## config.mk

```make
export PLATFORM = sky130hd
export DESIGN_NAME = seg7_scan_decoder
export DESIGN_NICKNAME = d
export VERILOG_FILES = /design/src/rtl/seg7_scan_decoder.sv
export SDC_FILE = /design/constraint.sdc
export NUM_CORES = 1
export LEC_CHECK = 0
export BUFFER_PORTS_ARGS = -buffer_cell sky130_fd_sc_hd__buf_2
export CAP_MARGIN = 20
export CORE_MARGIN = 2
export CORE_UTILIZATION = 50
export CTS_CLUSTER_DIAMETER = 150
export DETAILED_ROUTE_END_ITERATION = 12
export PLACE_DENSITY_LB_ADDON = 0.08
export SETUP_SLACK_MARGIN = 0.4
export SKIP_LAST_GASP = 1
export SLEW_MARGIN = 20
export SYNTH_ARGS = -nofsm -noshare
export SYNTH_HDL_FRONTEND = slang
export SYNTH_SLANG_ARGS = --single-unit
```

## constraint.sdc

```tcl
create_clock -name clk -period 2.39 [get_ports clk]
set_clock_uncertainty 0.1 [all_clocks]
set_input_delay 0.1195 -clock clk [delete_from_list [all_inputs] [get_ports clk]]
set_output_delay 0.1195 -clock clk [all_outputs]
set_load 0.05 [all_outputs]
```

## src/rtl/seg7_scan_decoder.sv

```systemverilog
// Reads back a multiplexed two-digit active-low seven-segment bus and rebuilds
// the displayed decimal value (0..99), pulsing Valid once per completed frame.
module seg7_scan_decoder #(
  parameter int STABLE_CYCLES = 4
) (
  input  logic       clk,
  input  logic       rst_n,
  input  logic [6:0] HexSeg,
  input  logic [1:0] DigEn,
  output logic [7:0] Value,
  output logic [3:0] Ones,
  output logic [3:0] Tens,
  output logic       Valid,
  output logic       Err
);

  localparam logic [7:0] STABLE = 8'(STABLE_CYCLES);

  typedef enum logic {SCAN, EMIT} state_t;

  state_t     state, state_next;
  logic [6:0] seg_q;
  logic [1:0] en_q;
  logic [8:0] prev_q;
  logic [7:0] cnt, cnt_next;
  logic       same, capture;
  logic [3:0] dig;
  logic       bad;
  logic [3:0] ones_d, tens_d;
  logic       bad_ones, bad_tens, cap_ones, cap_tens;
  logic [7:0] value_calc;

  // Glyph table for active-low g..a patterns; unknown glyphs read as 0 and flag bad.
  always_comb begin
    dig = 4'd0;
    bad = 1'b0;
    case (seg_q)
      7'h40: dig = 4'd0;
      7'h79: dig = 4'd1;
      7'h24: dig = 4'd2;
      7'h30: dig = 4'd3;
      7'h19: dig = 4'd4;
      7'h12: dig = 4'd5;
      7'h02: dig = 4'd6;
      7'h78: dig = 4'd7;
      7'h00: dig = 4'd8;
      7'h10: dig = 4'd9;
      default: bad = 1'b1;
    endcase
  end

  // A changed sample always restarts the count at 1, so with STABLE=1 every
  // change is a capture; a held pattern saturates and never recaptures.
  always_comb begin
    same     = ({en_q, seg_q} == prev_q);
    cnt_next = 8'd1;
    if (same) cnt_next = (cnt >= STABLE) ? cnt : cnt + 8'd1;
    capture  = (cnt_next == STABLE) && (!same || cnt != STABLE);
  end

  always_ff @(posedge clk or negedge rst_n) begin
    if (!rst_n) begin
      seg_q  <= 7'h7F;
      en_q   <= 2'b11;
      prev_q <= 9'h1FF;
      cnt    <= 8'd0;
    end else begin
      seg_q  <= HexSeg;
      en_q   <= DigEn;
      prev_q <= {en_q, seg_q};
      cnt    <= cnt_next;
    end
  end

  // Clearing in EMIT comes first so a capture in the same cycle starts the next frame.
  always_ff @(posedge clk or negedge rst_n) begin
    if (!rst_n) begin
      ones_d   <= 4'd0;
      tens_d   <= 4'd0;
      bad_ones <= 1'b0;
      bad_tens <= 1'b0;
      cap_ones <= 1'b0;
      cap_tens <= 1'b0;
    end else begin
      if (state == EMIT) begin
        cap_ones <= 1'b0;
        cap_tens <= 1'b0;
        bad_ones <= 1'b0;
        bad_tens <= 1'b0;
      end
      if (capture && en_q == 2'b10) begin
        ones_d   <= dig;
        bad_ones <= bad;
        cap_ones <= 1'b1;
      end
      if (capture && en_q == 2'b01) begin
        tens_d   <= dig;
        bad_tens <= bad;
        cap_tens <= 1'b1;
      end
    end
  end

  always_comb begin
    state_next = state;
    case (state)
      SCAN:    if (cap_ones && cap_tens) state_next = EMIT;
      EMIT:    state_next = SCAN;
      default: state_next = SCAN;
    endcase
  end

  always_ff @(posedge clk or negedge rst_n) begin
    if (!rst_n) state <= SCAN;
    else        state <= state_next;
  end

  assign value_calc = {1'b0, tens_d, 3'b000} + {3'b000, tens_d, 1'b0} + {4'd0, ones_d};

  // Outputs load on entry to EMIT so Valid is high exactly for the EMIT cycle.
  always_ff @(posedge clk or negedge rst_n) begin
    if (!rst_n) begin
      Value <= 8'd0;
      Ones  <= 4'd0;
      Tens  <= 4'd0;
      Valid <= 1'b0;
      Err   <= 1'b0;
    end else begin
      Valid <= 1'b0;
      if (state == SCAN && state_next == EMIT) begin
        Value <= value_calc;
        Ones  <= ones_d;
        Tens  <= tens_d;
        Err   <= bad_ones | bad_tens;
        Valid <= 1'b1;
      end
    end
  end

endmodule

```

Word-level counts from Yosys, hierarchy flattened
Cells that the tools add are included.
{ "word_totals": {"elab_cells": 59, "out_inout_bits": 18, "ff_bits": 57} }
{ "classes": {"n_lt_le_gt_ge": 1, "eq_ne": 14, "mux": 12, "n_bitwise": 2, "addsub": 3, "n_reduce_logical": 11} }
{ "op_table": {"columns": ["op", "n"], "rows": [
  ["$pmux W4 S9", 1],
  ["$eq A7 B5 Y1 const B", 3],
  ["$eq A7 B7 Y1 const B", 3],
  ["$mux W8", 2],
  ["$eq A7 B6 Y1 const B", 2],
  ["$reduce_or A10 Y1", 1],
  ["$eq A9 B9 Y1", 1],
  ["$add A7 B5 Y8", 1],
  ["$add A8 B1 Y8 const B", 1],
  ["$add A8 B4 Y8", 1],
  ["$eq A8 B3 Y1 const B", 1],
  ["$ge A8 B3 Y1 const B", 1],
  ["$mux W1", 8],
  ["$ne A8 B3 Y1 const B", 1],
  ["$eq A7 B2 Y1 const B", 1],
  ["$logic_not A7 Y1", 1],
  ["$logic_and A1 B1 Y1", 5],
  ["$reduce_bool A2 Y1", 2],
  ["$eq A2 B1 Y1 const B", 1],
  ["$eq A2 B2 Y1 const B", 1],
  ["$pmux W1 S2", 1],
  ["$logic_not A1 Y1", 1],
  ["$logic_or A1 B1 Y1", 1],
  ["$not A1 Y1", 1],
  ["$or A1 B1 Y1", 1]
]} }

Longest topological paths before layout
Gate-level depths: netlist (run 1).
{ "depth": {"ltp_word": 7, "ltp_mapped": 7, "ltp_nobuf": 7} }

Worst setup path before layout (run 1)
OpenSTA, ideal clock, no wires.
{ "synth_path": {"path_kind": "reg2reg", "startpoint": "register ones_d[3]", "endpoint": "register Value[6]", "slack_ps": 238, "n_path_buf": 0, "synth_period_minus_slack_ps": 2152, "stages_incl_launch_ff": 7, "t_arrival_ps": 1916, "cell_sequence": "dfrtp_1 -> fa_1 -> fa_1 -> a21o_1 -> a21oi_1 -> xor2_1 -> o21ai_0"} }
{ "synth_between": {"elab_chain_cells": 1} }
{ "synth_lines": {"columns": ["item", "line", "source"], "rows": [
  ["start, declared", "29", "logic [3:0] ones_d, tens_d;"],
  ["start signal, assigned", "92", "ones_d <= dig;"],
  ["$add A8 B4 Y8", "118", "assign value_calc = {1'b0, tens_d, 3'b000} + {3'b000, tens_d, 1'b0} + {4'd0, ones_d};"],
  ["end signal, assigned", "131", "Value <= value_calc;"],
  ["end, declared", "10", "output logic [7:0] Value,"]
]} }
Every way passes these cells.
A chain may end at the register's enable or synchronous reset.

Worst setup path after layout (run 1)
{ "layout_path": {"startpoint": "register en_q[1]", "endpoint": "register tens_d[3]"} }
{ "layout_between": {"elab_chain_cells": 5, "word_cells_on_any_way": 8, "cone_classes": "eq/ne (3); mux (1); reduce/logical (4)"} }
{ "layout_lines": {"columns": ["item", "line", "source"], "rows": [
  ["start, declared", "23", "logic [1:0] en_q;"],
  ["start signal, assigned", "69", "en_q <= DigEn;"],
  ["$eq A9 B9 Y1", "55", "same = ({en_q, seg_q} == prev_q);"],
  ["$mux W8 or $logic_not A1 Y1 (tied branches)", "57, 58", null],
  ["$eq A8 B3 Y1 or $logic_or A1 B1 Y1 (tied branches)", "58", "capture = (cnt_next == STABLE) && (!same || cnt != STABLE);"],
  ["$logic_and A1 B1 Y1", "58", null],
  ["$logic_and A1 B1 Y1 (*)", "96", "if (capture && en_q == 2'b01) begin"],
  ["end signal, assigned", "97", "tens_d <= dig;"],
  ["end, declared", "29", null]
]} }
Mark *: on every way between the ends. The rest lies on a longest branch, timed or not.

==> flow_metrics.env, run 1 <==
export IMPL_place_ws_ns=0.0668
export IMPL_hold_depth=0
export IMPL_fin_util_pct=64.4
export IMPL_area_growth_syn_to_layout_pct=25.2
export IMPL_status="complete, no violations"
export IMPL_hp_start="en_q[1]"
export IMPL_vdd_drop_max_uv=375
export IMPL_drtIter0Drc=33
export IMPL_vias=1564
export IMPL_synth_ff_type="dfrtp_1"
export IMPL_mostFrequentLayoutCell="dfrtp_1"
export IMPL_power_leakage_nw=1.48
export IMPL_antenna_found_initial=0
export IMPL_die_w_um=73.5
export IMPL_io_pins=29
export IMPL_start_util_pct=51.4
export IMPL_clock_latency_ns=0.30
export IMPL_drive_gt1_share_pct=44.9
export IMPL_post_dp_hpwl_um=3010
export IMPL_synth_area_um2=2410
export IMPL_setup_violations=0
export IMPL_cts_tree="built"
export IMPL_antenna_left=0
export IMPL_numCtsBuffers=5
export IMPL_vias_per_cell=5.23
export IMPL_wire_per_inst_um=14.9
export IMPL_async_reset_ff_share_pct=100
export IMPL_grt_ovfl_total=0
export IMPL_ys_ff_latch=55
export IMPL_cts_sinks=55
export IMPL_power_density_nw_per_um2=524
export IMPL_place_congestion=0.817
export IMPL_syn_inst=184
export IMPL_core_area_um2=4690
export IMPL_die_h_um=73.5
export IMPL_critPathMaxFanout=6
export IMPL_tightestPinTransition_ns=0.910
export IMPL_tns_ns=0
export IMPL_layout_cells_non_filler=299
export IMPL_port_buffers=28
export IMPL_r2r_cells=6
export IMPL_layout_common_cells="36 x dfrtp_1, 28 x buf_2, 18 x dfstp_2"
export IMPL_path_clk_slew_ns=0.10
export IMPL_cp_required_ns=2.49
export IMPL_drt_wl_total_um=4460
export IMPL_cp_start_kind="flip-flop"
export IMPL_worstSetupEndpointType="flip-flop"
export IMPL_grt_pass1_vias=1581
export IMPL_fmax_mhz=470
export IMPL_track_usage_pct=18.8
export IMPL_rsz0062_at_grt="true"
export IMPL_ys_warn_count=0
export IMPL_clockBufferDepth=2
export IMPL_crit_type="flip-flop to flip-flop"
export IMPL_final_nets=266
export IMPL_drv_cap=0
export IMPL_r2r_start="en_q[1]"
export IMPL_slew_viol_final=0
export IMPL_rows=25
export IMPL_reg2reg_to="tens_d[3]"
export IMPL_hold_viol_final=0
export IMPL_grt_max_degree=42
export IMPL_slew_headroom_pct=39.3
export IMPL_drt_first_pass_iters=4
export IMPL_die_area_um2=5400
export IMPL_clockRootBuffer="clkbuf_8"
export IMPL_finalPower_mw=1.58
export IMPL_avgSynthCellArea_um2=13.1
export IMPL_dp_cells=267
export IMPL_synth_edff_count=0
export IMPL_synth_seq_area_share_pct=58.0
export IMPL_drc=0
export IMPL_hp_class="flip-flop to flip-flop"
export IMPL_period_minus_slack_ns=2.13
export IMPL_htreeDepth=2
export IMPL_r2r_setup_slack_ns=0.26
export IMPL_fin_ws_ns=0.262
export IMPL_grt_pass1_wl_um=7690
export IMPL_arrival_ns=2.23
export IMPL_whs_endpoint="prev_q[8]"
export IMPL_netlist_cell_type_count=42
export IMPL_period_share_pct=89.0
export IMPL_n_antenna_cell=0
export IMPL_syn_nets=206
-- registers in the layout, summed over array words and instances, names as in the netlist, 2 cells and up --
| signal | flops |
|---|---|
| tens_d | 4 |
| ones_d | 4 |
| Tens | 4 |
| seg_q | 7 |
| Ones | 3 |
| cnt | 8 |
| prev_q | 9 |
| Value | 8 |
| en_q | 2 |
-- area by class of cell --
| class | count | area, µm² |
|---|---|---|
| well taps | 54 | 67.6 |
| multi-input cells | 118 | 1030 |
| repair buffers | 57 | 402 |
| flip-flops and latches | 55 | 1400 |
| inverters | 7 | 26.3 |
| clock inverters | 1 | 5.00 |
| fillers | 374 | 1670 |
| clock buffers | 7 | 86.3 |
-- metrics by stage --
| step | area [µm²] | hold slack [ns] |
|---|---|---|
| 2_1_floorplan | 2430 | -0.276 |
| 3_5_place_dp | 2650 | 0.126 |
| 5_1_grt | 3020 | 0.307 |
| 6_report | 3020 | 0.303 |
| 3_3_place_gp | 2650 | 0.125 |
| 4_1_cts | 2980 | 0.307 |
-- kinds of logic (layout without fill, tap and decap cells) --
kind of cell / count (synthesis) / after routing / share of synthesized area (%)
AOI/OAI and AO/OA: 22 / 22 / 5.34
xor gates and xnor gates: 15 / 15 / 5.45
adders and majority gates: 11 / 11 / 6.33
buffers and inverters: 11 / 72 / 2.23
DFF: 55 / 55 / 58.0
muxes: 20 / 20 / 9.08
and+or+nand+nor: 50 / 50 / 13.6
-- synthesized netlist by cell type (2+ instances only) --
| master | instances | area share, % |
|---|---|---|
| inv_1 | 6 | 0.93 |
| mux2i_1 | 5 | 2.1 |
| mux2_2 | 15 | 7.0 |
| a21oi_1 | 6 | 1.2 |
| o21ai_0 | 10 | 2.1 |
| xor2_1 | 11 | 4.0 |
| xnor2_1 | 4 | 1.5 |
| nor3_1 | 3 | 0.62 |
| dfrtp_1 | 37 | 38 |
| nor4b_1 | 3 | 1.1 |
| nor2b_1 | 3 | 0.78 |
| a21o_1 | 3 | 0.93 |
| nor2_1 | 8 | 1.2 |
| dfstp_2 | 18 | 20 |
| and2_1 | 5 | 1.3 |
| ha_1 | 9 | 4.7 |
| fa_1 | 2 | 1.7 |
| nand2_1 | 12 | 1.9 |
-- per-layer routing --
metal,up-vias,share of wire (%),GRT usage (%)
met4,0,1.5,6.67
met1,784,48,26.1
met2,23,48,29.4
met5,-,0,0
met3,7,2.5,4.12
li1,750,-,-
-- power breakdown --
group	leakage, nW	switching (mW)	internal (mW)	total, mW
clock	0.0482	0.284	0.234	0.519
sequential	0.700	0.0142	0.959	0.973
combinational	0.728	0.0496	0.0432	0.0928
total	1.48	0.348	1.24	1.58
-- worst max-delay path: stages, from the launching register on --
cell and delay (ns):
dfstp_2 0.58, xor2_2 0.08, nor4_2 0.32, nand3_2 0.18, nor4b_4 0.29, buf_6 0.17, mux2_4 0.30
-- timing repair --
item,4_1_cts,5_1_grt
endpoints found under the setup margin,15,15
gates resized for setup,17,4
hold buffers,10,0
hold endpoints to repair,46,0
pin swaps,12,4
setup buffers,12,2
-- worst max path at each step --
stage | end | start | cells after the start | slack [ns]
global route | ones_d[2] | en_q[1] | 6 | 0.17
floorplan | tens_d[1] | en_q[1] | 5 | 0.24
finish | tens_d[3] | en_q[1] | 6 | 0.26
global placement | Value[6] | tens_d[0] | 6 | 0.16
CTS | tens_d[3] | seg_q[6] | 6 | 0.26
detailed placement | tens_d[3] | en_q[1] | 5 | 0.07
No activity file was read; power rests on OpenSTA's default activity.
==> inputs of run 2 (changes only) <==
--- a/config.mk
+++ b/config.mk
@@ -7,8 +7,10 @@
 export LEC_CHECK = 0
 export BUFFER_PORTS_ARGS = -buffer_cell sky130_fd_sc_hd__buf_2
 export CAP_MARGIN = 20
+export CELL_PAD_IN_SITES_DETAIL_PLACEMENT = 1
+export CELL_PAD_IN_SITES_GLOBAL_PLACEMENT = 1
 export CORE_MARGIN = 2
-export CORE_UTILIZATION = 50
+export CORE_UTILIZATION = 46
 export CTS_CLUSTER_DIAMETER = 150
 export DETAILED_ROUTE_END_ITERATION = 12
 export PLACE_DENSITY_LB_ADDON = 0.08
==> run 2 against run 1 <==
Compared with the run above: critical path depth grew 1; register-to-register slack lost 0.05 ns; clock power shrank 3%; flip-flop and latch count is the same; wire length grew 14%.
==> flow_metrics.env, run 2 (synthesis results as in run 1) <==
export IMPL_rsz0062_at_grt="true"
export IMPL_area_growth_syn_to_layout_pct=26.6
export IMPL_start_util_pct=47.5
export IMPL_top_regs="prev_q x9, Value x8, cnt x8"
export IMPL_drc=0
export IMPL_wire_per_inst_um=16.0
export IMPL_grt_ovfl_total=0
export IMPL_fin_util_pct=60.2
export IMPL_mostFrequentLayoutCell="dfrtp_1"
export IMPL_place_congestion=0.808
export IMPL_period_minus_slack_ns=2.17
export IMPL_setup_violations=0
export IMPL_die_h_um=76.4
export IMPL_cts_sinks=55
export IMPL_power_density_nw_per_um2=513
export IMPL_drtIter0Drc=68
export IMPL_clock_latency_ns=0.31
export IMPL_cp_num_buf_inv=2
export IMPL_slew_viol_final=0
export IMPL_worstSetupEndpointType="flip-flop"
export IMPL_post_dp_hpwl_um=3460
export IMPL_hp_class="flip-flop to flip-flop"
export IMPL_grt_pass1_wl_um=8580
export IMPL_tightestPinTransition_ns=0.853
export IMPL_cp_slowest_cell="dfstp_2"
export IMPL_crit_type="flip-flop to flip-flop"
export IMPL_critPathMaxFanout=4
export IMPL_die_w_um=76.4
export IMPL_status="complete, no violations"
export IMPL_drt_wl_total_um=5080
export IMPL_grt_pass1_vias=1788
export IMPL_rows=26
export IMPL_power_leakage_nw=1.49
export IMPL_max_stage_delay_ns=0.57
export IMPL_tns_ns=0
export IMPL_die_area_um2=5840
export IMPL_io_pins=29
export IMPL_antenna_left=0
export IMPL_track_usage_pct=18.9
export IMPL_grt_max_degree=40
export IMPL_vias_per_cell=5.09
export IMPL_largest_reg_flops=9
export IMPL_clockRootBuffer="clkbuf_8"
export IMPL_htreeDepth=2
export IMPL_vdd_drop_max_uv=299
export IMPL_vias=1618
export IMPL_cts_tree="built"
export IMPL_fmax_mhz=460
export IMPL_path_clk_slew_ns=0.09
export IMPL_core_area_um2=5070
export IMPL_drt_first_pass_iters=4
export IMPL_crit_family="simple AND/OR/NAND/NOR gates"
export IMPL_regMostFlops="prev_q"
export IMPL_period_share_pct=91.0
export IMPL_layout_common_cells="37 x dfrtp_1, 28 x buf_2, 18 x dfstp_2"
export IMPL_cp_start_kind="flip-flop"
export IMPL_drv_cap=0
export IMPL_numCtsBuffers=5
export IMPL_final_nets=269
export IMPL_antenna_found_initial=0
export IMPL_clockBufferDepth=2
export IMPL_cp_cell_sequence="xor2_1 -> nor4_2 -> nand3_2 -> nor4b_4 -> buf_6 -> buf_6 -> mux2i_2"
export IMPL_slew_headroom_pct=43.1
export IMPL_multi_input_area_um2=1030
export IMPL_cp_required_ns=2.52
export IMPL_drive_gt1_share_pct=44.8
export IMPL_seqCellArea_um2=1400
export IMPL_arrival_ns=2.30
export IMPL_n_antenna_cell=0
export IMPL_n_fill_cell=539
export IMPL_crit_top_cell="buf_6"
export IMPL_port_buffers=28
export IMPL_hold_viol_final=0
## run 2: final timing paths
| kind | startpoint | endpoint | slack [ns] | cells past startpoint |
|---|---|---|---|---|
| hold / removal | seg_q[2] | prev_q[2] | 0.30 | 0 |
| max in group asynchronous | rst_n | tens_d[3] | 1.14 | 3 |
| hold reg to reg | seg_q[2] | prev_q[2] | 0.30 | 0 |
| setup reg to reg | seg_q[2] | tens_d[0] | 0.22 | 7 |
| min in group asynchronous | rst_n | cnt[5] | 0.35 | 2 |
| setup / recovery | seg_q[2] | tens_d[0] | 0.22 | 7 |
## run 2: repair_timing
action,in CTS,in global routing
hold buffers,10,0
hold endpoints to repair,28,0
buffers inserted,12,5
pin swaps,11,5
setup endpoints to repair,15,16
gates resized for setup,19,2
cloned,0,0
## run 2: metal layers
layer  global-route usage (%)  wire length, µm  vias to the layer above
met5                        0                0                        -
met4                     6.91               40                        0
met3                     5.21              166                        4
met2                     31.3             2590                       28
met1                     23.7             2280                      827
li1                         -                -                      759
## run 2: worst reg2reg max path: stages (launching register included)
cell and delay (ns):
dfstp_2 0.57, xor2_1 0.08, nor4_2 0.35, nand3_2 0.20
nor4b_4 0.30, buf_6 0.16, buf_6 0.12, mux2i_2 0.22
## run 2: metrics by stage
stage | hold slack (ns) | area (µm²) | setup WS, ns | cells | total power, mW
after detailed placement | 0.126 | 2670 | 0.0247 | 283 | 1.06
final | 0.295 | 3050 | 0.216 | 318 | 1.57
after global placement | 0.124 | 2670 | 0.133 | 283 | 1.06
after CTS | 0.316 | 3010 | 0.176 | 313 | 1.59
after global routing | 0.306 | 3050 | 0.0686 | 318 | 1.65
after floorplan | -0.276 | 2430 | 0.241 | 184 | 1.02
## run 2: layout make-up
type	count	share of cell area [%]
sequential	55	45.8
clock inverter	2	0.410
multi-input combinational	118	33.8
clock buffer	6	2.38
tap	70	2.87
timing repair buffer	60	13.9
inverter	7	0.860
## run 2: power breakdown
part	switching, mW	total, mW	internal [mW]
sequential	0.0161	0.975	0.959
combinational	0.0482	0.0893	0.0411
clock	0.297	0.502	0.205
total	0.361	1.57	1.21
==> inputs of run 3 (changes only) <==
--- a/config.mk
+++ b/config.mk
@@ -7,10 +7,8 @@
 export LEC_CHECK = 0
 export BUFFER_PORTS_ARGS = -buffer_cell sky130_fd_sc_hd__buf_2
 export CAP_MARGIN = 20
-export CELL_PAD_IN_SITES_DETAIL_PLACEMENT = 1
-export CELL_PAD_IN_SITES_GLOBAL_PLACEMENT = 1
 export CORE_MARGIN = 2
-export CORE_UTILIZATION = 46
+export CORE_UTILIZATION = 50
 export CTS_CLUSTER_DIAMETER = 150
 export DETAILED_ROUTE_END_ITERATION = 12
 export PLACE_DENSITY_LB_ADDON = 0.08
==> constraint.sdc (replaced) <==
create_clock -name clk -period 2.39 [get_ports clk]
set_clock_uncertainty 0.1 [all_clocks]
set_input_delay 0.3585 -clock clk [delete_from_list [all_inputs] [get_ports clk]]
set_output_delay 0.3585 -clock clk [all_outputs]
set_load 0.05 [all_outputs]
==> run 3 against run 2 <==
Compared with the run above: via count fell by 5.6%; total power is 2.0% lower; final cell count is 6.6% lower; critical path depth fell by 1; clock-buffer cell count stayed put; non-clock buffer count decreased by 5; setup slack better by 0.027 ns; global-route usage down 0.17 points; sequential power about the same; register-to-register slack improved by 0.03 ns; sequential share of layout area grew 0.69 points; hold slack worse by 0.26 ns; critical path type unchanged.
==> flow_metrics.env, run 3 (synthesis results as in run 1) <==
export IMPL_status="complete, no violations"
export IMPL_arrival_ns=2.25
export IMPL_slew_headroom_pct=67.1
export IMPL_layout_common_cells="37 x dfrtp_1, 28 x buf_2, 19 x buf_4"
export IMPL_cp_num_buf_inv=0
export IMPL_io_pins=29
export IMPL_period_minus_slack_ns=2.15
export IMPL_wire_per_inst_um=15.0
export IMPL_fin_area_um2=3010
export IMPL_drt_first_pass_iters=4
export IMPL_die_h_um=73.5
export IMPL_crit_type="flip-flop to flip-flop"
export IMPL_rsz0062_at_grt="true"
export IMPL_cts_sinks=55
export IMPL_fin_ws_ns=0.243
export IMPL_top_regs="prev_q x9, Value x8, cnt x8"
export IMPL_core_area_um2=4690
export IMPL_placed_area_um2=2660
export IMPL_die_w_um=73.5
export IMPL_cp_cell_sequence="fa_2 -> fa_2 -> a21o_1 -> a21oi_2 -> xor2_1 -> o21ai_1"
export IMPL_antenna_found_initial=0
export IMPL_drtIter0Drc=37
export IMPL_crit_top_cell="fa_2"
export IMPL_grt_max_degree=22
export IMPL_die_area_um2=5400
export IMPL_hold_viol_final=0
export IMPL_crit_family="adder cells"
export IMPL_drive_gt1_share_pct=47.7
export IMPL_post_dp_hpwl_um=3110
export IMPL_vdd_drop_max_uv=311
export IMPL_cp_start_kind="flip-flop"
export IMPL_tns_ns=0
export IMPL_htreeDepth=2
export IMPL_place_congestion=0.781
export IMPL_largest_reg_flops=9
export IMPL_worstSetupEndpointType="flip-flop"
export IMPL_port_buffers=28
export IMPL_rows=25
export IMPL_clockRootBuffer="clkbuf_8"
export IMPL_drv_cap=0
export IMPL_critPathMaxFanout=2
export IMPL_regMostFlops="prev_q"
export IMPL_slew_viol_final=0
export IMPL_vias=1527
export IMPL_path_clk_slew_ns=0.09
export IMPL_hp_class="primary input to flip-flop"
export IMPL_max_stage_delay_ns=0.52
export IMPL_clock_latency_ns=0.31
export IMPL_setup_violations=0
export IMPL_tightestPinTransition_ns=0.493
export IMPL_clockBufferDepth=2
export IMPL_grt_ovfl_total=0
export IMPL_drc=0
export IMPL_finalPower_mw=1.54
export IMPL_cp_slowest_cell="fa_2"
export IMPL_numCtsBuffers=5
export IMPL_power_density_nw_per_um2=510
export IMPL_fmax_mhz=466
export IMPL_grt_pass1_wl_um=7510
export IMPL_grt_pass1_vias=1522
export IMPL_start_util_pct=51.4
export IMPL_power_leakage_nw=1.47
export IMPL_area_growth_syn_to_layout_pct=24.7
export IMPL_period_share_pct=89.8
export IMPL_n_antenna_cell=0
export IMPL_track_usage_pct=18.7
export IMPL_final_nets=264
export IMPL_fin_util_pct=64.1
export IMPL_drt_wl_total_um=4450
export IMPL_vias_per_cell=5.14
export IMPL_place_ws_ns=0.0555
export IMPL_mostFrequentLayoutCell="dfrtp_1"
export IMPL_cp_required_ns=2.49
export IMPL_cts_tree="built"
export IMPL_antenna_left=0
==> run 3: timing repair <==
action	CTS	global route
pin swaps	13	9
hold buffers	1	0
resized for setup	18	7
setup endpoints to repair	15	15
hold endpoints to repair	19	0
buffers inserted	15	5
==> run 3: worst paths after layout <==
check	startpoint	end	slack, ns	depth (start not counted)
worst max-delay path	tens_d[2]	Value[6]	0.24	6
worst min-delay path	HexSeg[5]	seg_q[5]	0.04	1
worst max register to register	tens_d[2]	Value[6]	0.24	6
worst min register to register	en_q[1]	prev_q[8]	0.29	0
max in group asynchronous	rst_n	prev_q[7]	1.04	3
min in group asynchronous	rst_n	cnt[6]	0.44	2
==> run 3: power breakdown <==
part	switching [mW]	total [mW]	leakage [nW]	internal, mW
clock network	0.281	0.484	0.0426	0.202
logic	0.0464	0.0792	0.729	0.0328
registers	0.0143	0.973	0.701	0.958
==> run 3: through the flow <==
| stage | hold slack, ns | instances |
|---|---|---|
| finish | 0.0396 | 297 |
| floorplan | -0.0371 | 184 |
| CTS | 0.0319 | 292 |
| global route | 0.0230 | 297 |
| global placement | 0.241 | 268 |
| detailed placement | 0.248 | 268 |
==> run 3: cell type report <==
cell class | instances | area, µm²
Clock inverter | 2 | 8.76
Timing Repair Buffer | 55 | 372
Multi-Input combinational cell | 118 | 1060
Inverter | 7 | 26.3
Fill cell | 378 | 1680
Clock buffer | 6 | 72.6
Tap cell | 54 | 67.6
Sequential cell | 55 | 1400
==> run 3: metal layers <==
layer  global-route usage [%]  wire length, µm  vias to the layer above  part of all wire [%]
met4                     6.06               61                        0                   1.4
met1                     26.2             2120                      746                    48
li1                         -                -                      747                     -
met2                     28.9             2150                       27                    48
met3                     4.53              129                        7                   2.9
met5                        0                0                        -                     0
